==> config.mk <==
export PLATFORM = sky130hd
export DESIGN_NAME = counter
export DESIGN_NICKNAME = d
export VERILOG_FILES = /design/src/rtl/counter.sv
export SDC_FILE = /design/constraint.sdc
export NUM_CORES = 1
export LEC_CHECK = 0
export CORE_MARGIN = 4
export CORE_UTILIZATION = 52
export DETAILED_ROUTE_END_ITERATION = 8
export PLACE_DENSITY = 0.84
export SYNTH_ARGS = -nofsm -noshare
export SYNTH_HDL_FRONTEND = slang
export SYNTH_SLANG_ARGS = --single-unit
==> constraint.sdc <==
create_clock -name clk -period 6.71 [get_ports clk]
set_clock_uncertainty 0.2 [all_clocks]
set_input_delay 1.342 -clock clk [delete_from_list [all_inputs] [get_ports clk]]
set_output_delay 1.342 -clock clk [all_outputs]
set_load 0.01 [all_outputs]
==> src/rtl/counter.sv <==
// Stage sequencer for the multi-cycle control unit: 0 idle, then 1..NUM_STAGES.
// Optional hold input enabled by defining COUNTER_STALL_EN.
module counter #(
    parameter int NUM_STAGES = 5,
    parameter int WIDTH      = 3,
    parameter int ICNT_W     = 32
) (
    input  logic              clk,
    input  logic              reset,
`ifdef COUNTER_STALL_EN
    input  logic              stall,
`endif
    output logic [WIDTH-1:0]  out,
    output logic [NUM_STAGES:0] onehot_o,
    output logic              last_o,
    output logic [ICNT_W-1:0] icount_o
);

    localparam logic [WIDTH-1:0] LAST = WIDTH'(NUM_STAGES);
    localparam logic [WIDTH-1:0] ONE  = WIDTH'(1);

    logic [WIDTH-1:0]  out_q = '0;
    logic [WIDTH-1:0]  out_d;
    logic [ICNT_W-1:0] icnt_q = '0;
    logic [ICNT_W-1:0] icnt_d;
    logic              hold;

`ifdef COUNTER_STALL_EN
    assign hold = stall;
`else
    assign hold = 1'b0;
`endif

    // Idle and unreachable codes both restart at stage 1 without counting.
    always_comb begin
        out_d  = out_q;
        icnt_d = icnt_q;
        if (!hold) begin
            unique case (1'b1)
                (out_q == LAST): begin
                    out_d  = ONE;
                    icnt_d = icnt_q + ICNT_W'(1);
                end
                (out_q == '0 || out_q > LAST): begin
                    out_d = ONE;
                end
                (out_q != '0 && out_q < LAST): begin
                    out_d = out_q + ONE;
                end
            endcase
        end
    end

    always_ff @(posedge clk) begin
        if (reset) begin
            out_q  <= '0;
            icnt_q <= '0;
        end else begin
            out_q  <= out_d;
            icnt_q <= icnt_d;
        end
    end

    always_comb begin
        onehot_o = '0;
        for (int k = 0; k <= NUM_STAGES; k++) begin
            onehot_o[k] = (out_q == k[WIDTH-1:0]);
        end
    end

    assign out      = out_q;
    assign last_o   = (out_q == LAST);
    assign icount_o = icnt_q;

endmodule

; ---- Word-level counts from Yosys, hierarchy flattened
; Cells that the tools add are included.
[word_totals]
ff_bits = 35
input_bits = 2
[classes]
addsub = 2
magnitude_cmp = 2
eq_ne = 5
mux = 1
n_reduce_logical = 5
[op_table]
columns = op, n
row1 = "32-bit by 1-bit adder with 32-bit output, second input constant", 1
row2 = "3-bit by 2-bit == test with 1-bit output, second input constant", 2
row3 = "3-bit == test, second input constant", 2
row4 = 3-bit one-hot mux with 2 select lines, 1
row5 = "3-bit by 1-bit adder with 3-bit output, second input constant", 1
row6 = "3-bit by 1-bit == test with 1-bit output, second input constant", 1
row7 = "3-bit > comparator, second input constant", 1
row8 = 3-bit logical NOT, 1
row9 = "3-bit less-than comparator, second input constant", 1
row10 = 3-bit nonzero test, 1
row11 = 2-bit OR reduction, 1
row12 = 1-bit logical AND, 1
row13 = 1-bit logical OR, 1

; ---- Depth between registers and ports, before layout
[depth]
word_depth = 4
mapped_depth = 8

; ---- Worst setup path before layout
; OpenSTA, ideal clock, no wires.
[synth_path]
kind = reg2out
start = reg out_q[1] (netlist: out[1])
end = out onehot_o[5]
t_arrival_ns = 1.069
slack_ns = 4.099
path_stages_with_launch = 6
n_path_buf = 1
cell_sequence = dfxtp_1 inv_1 ha_1 nand2_1 inv_1 buf_4
[synth_between]
elab_chain_cells = 1
[synth_rtl]
columns = element, line_no
row1 = start: declaration, 22  ; logic [WIDTH-1:0] out_q = '0;
row2 = start signal: assignment, 59  ; out_q <= out_d;
row3 = 3-bit == test, n/a
row4 = end: declaration, 14  ; output logic [NUM_STAGES:0] onehot_o,
; No other way between the ends.

; ---- Worst setup path after layout
[layout_path]
start = reg out_q[1] (netlist: out[1])
end = out onehot_o[5]
[layout_between]
elab_chain_cells = 1
[layout_rtl]
columns = element, line_no
row1 = 3-bit == test, 67  ; onehot_o[k] = (out_q == k[WIDTH-1:0]);
; No other way between the ends.

==> out/metrics.csv <==
stage,metric,value,unit
yosys,yosysUniqueCellTypes,30,
global_route,grt_use_total,18.6,%
floorplan,fp.dieH,65.9,um
yosys,synth_edf_count,0,
power,pwr_density_cell,153,mW/mm^2
yosys,async_flop_share,0,%
route,route.detailed.wl_per_inst,13.3,um
timing,finalHoldViolCount,0,
route,drt_iter0_drc,126,
timing,setup_viol,0,
timing,slew_headroom,53.5,%
place,port_buffers,43,
global_route,grtUsageMet1,23.0,%
global_route,grt_use_met2,31.2,%
run,maxCapViolations,0,
global_route,grt_pass1_wl,6390,um
clocking,htree_levels,2,
yosys,synth_area_leaders,"dfxtp_1, or4_1, o31ai_1",
clocking,cts_root_buffer,clkbuf_4,
route,vias,1609,
power,vdd_drop_max,0.120,mV
global_route,top_usage_layer,met2,
yosys,synth_common_cells,"dfxtp_1, a21oi_1, or4_1",
worst_setup_path,path_class,flip-flop to output port,
yosys,ys_seq_elements,35,
clocking,postCtsHoldBufs,0,
final_layout,drive_above_1_share,5.81,%
yosys,synth_cells,202,
clocking,post_cts_buffers,0,
yosys,seq_area_frac_synth,40.2,%
final_layout,fillers,264,
place,dp_hpwl,2560,um
place,place.gp.congestion,0.741,
yosys,synth.net_count,210,
global_route,met3_usage,4.42,%
timing,setup_tns,0,ps
yosys,yosysMostFrequentCell,dfxtp_1,
worst_hold_path,hold_class,flip-flop to flip-flop,
yosys,avgSynthCellArea,8.62,um^2
final_layout,layout.nets,248,
clocking,cts_tree,built,
worst_setup_path,cp-end-kind,output port,
route,postRouteAntennaNets,0,
floorplan,core_area,0.00313,mm^2
final_layout,fin_cells,285,
final_layout,areaGrowthSynthToFinish,27.4,%
yosys,syn_area,0.00174,mm^2
clocking,clock_latency,340,ps
clocking,cts_resized,0,
floorplan,die_area,0.00434,mm^2
place,place_area,0.00216,mm^2
route,totalWireLength,3800,um
worst_setup_path,r2r_setup_slack,4130,ps
worst_setup_path,cp_data_required_time,5170,ps
floorplan,fp.dieW,65.9,um
final_layout,diodes,0,
yosys,yosysWarnings,0,
yosys,synth_top_area_share,40.2,%
clocking,cts_sinks,35,
timing,min_period_over_period,50.1,%
timing,rsz0062_at_grt,false,
route,first_pass_iters,4,
floorplan,start_util,55.7,%
final_layout,fin_area,0.00222,mm^2
yosys,synth_top_area_cell,dfxtp_1,
worst_setup_path,startpoint_type,flip-flop,
timing,max_freq,0.298,GHz
global_route,antenna_found_initial,0,
timing,finalCriticalPeriod,3360,ps
route,drcViolationCount,0,
floorplan,rows,20,
clocking,cts_buffer_depth,2,
power,total_power,339,uW
global_route,grt_overflow,0,
yosys,ys.flop_type,dfxtp_1,
status,status,completed,
final_layout,multi_input_area,926,um^2
worst_setup_path,critPathArrivalTime,1820,ps
worst_setup_path,crit_fanout,5,
route,via_per_inst,5.65,
final_layout,seq_area,701,um^2
global_route,grt_max_degree,38,
global_route,grt_pass1_vias,1449,
timing,tightestPinTransition,696,ps
clocking,numCtsBuffers,5,
floorplan,io-pin-count,44,
timing,slew_viol_final,0,
timing,hold_slack,313,ps
clocking,cts.clk_slew.worst_paths,110,ps
place,place_inst,277,
power,power_leakage,0.682,nW
-- layout by cell type (no fill, tap or decap) --
cell type and count:
clkdlybuf4s50_1 43, dfxtp_1 35, a21oi_1 22, or4_1 17
o31ai_1 15, nand2_1 12, inv_1 12, nor2_1 11
nand4_1 8, nand3_1 6, ha_1 6, nor2b_1 5
and4_1 5, o21ai_0 5, or3_1 5, xor2_1 5
clkbuf_4 5, nor4_1 3, xnor2_1 3, nor3_1 3
and2_1 2, nand3_2 2, mux2_2 2, or4_4 1
o31a_1 1, o21ba_2 1, a31oi_1 1, nor3b_1 1
clkinvlp_4 1, clkinv_2 1, clkbuf_1 1, buf_4 1
-- metrics by stage --
stage	worst slack, ps	util (%)
3_5_place_dp	3720	69.2
2_1_floorplan	4100	-
6_report	3350	70.9
5_1_grt	3210	70.9
3_3_place_gp	3770	69.2
4_1_cts	3330	70.9
-- path summary, 6_finish.rpt --
path                start  cells past startpoint      endpoint
max                out[1]                      5   onehot_o[5]
min          icount_o[19]                      2  icount_o[19]
max reg2reg        out[1]                      6  icount_o[18]
min reg2reg  icount_o[19]                      2  icount_o[19]
-- flip-flops by register name, indices dropped and copies added (netlist names) --
| signal | count |
|---|---|
| icount_o | 32 |
| out | 3 |
-- layout make-up --
cell class / instances / share of cell area (%)
clock inverters: 2 / 0.564
repair buffers: 44 / 19.7
multi-input cells: 142 / 41.7
well taps: 44 / 2.48
inverters: 12 / 2.03
clock buffers: 6 / 1.86
flip-flops and latches: 35 / 31.6
-- per-layer routing --
| layer | share of wire, % | vias up |
|---|---|---|
| li1 | - | 820 |
| met1 | 46 | 754 |
| met2 | 49 | 29 |
| met3 | 3.7 | 6 |
| met4 | 1.4 | 0 |
| met5 | 0 | - |
-- cell families (layout without fill, tap and decap cells) --
logic type	Yosys count	after routing	share of synthesized area (%)
muxes	2	2	1.29
buffers and inverters	25	64	6.61
DFF	35	35	40.2
AOI/OAI and AO/OA	45	45	15.7
adders and majority gates	6	6	4.31
xor gates and xnor gates	8	8	4.02
and+or+nand+nor	81	81	27.9
-- power breakdown --
part           leakage (nW)  switching, mW  total (mW)  internal (mW)
combinational         0.372        0.00893      0.0166        0.00764
sequential            0.282        0.00101       0.210          0.208
clock                0.0282         0.0722       0.113         0.0404
-- worst max-delay path, cell delays in order, from the launching register on --
cell             delay (ps)
dfxtp_1                 350
inv_1                   100
ha_1                    240
nand2_1                 120
inv_1                   120
clkdlybuf4s50_1         540
Power figures use the tool's default switching activity.
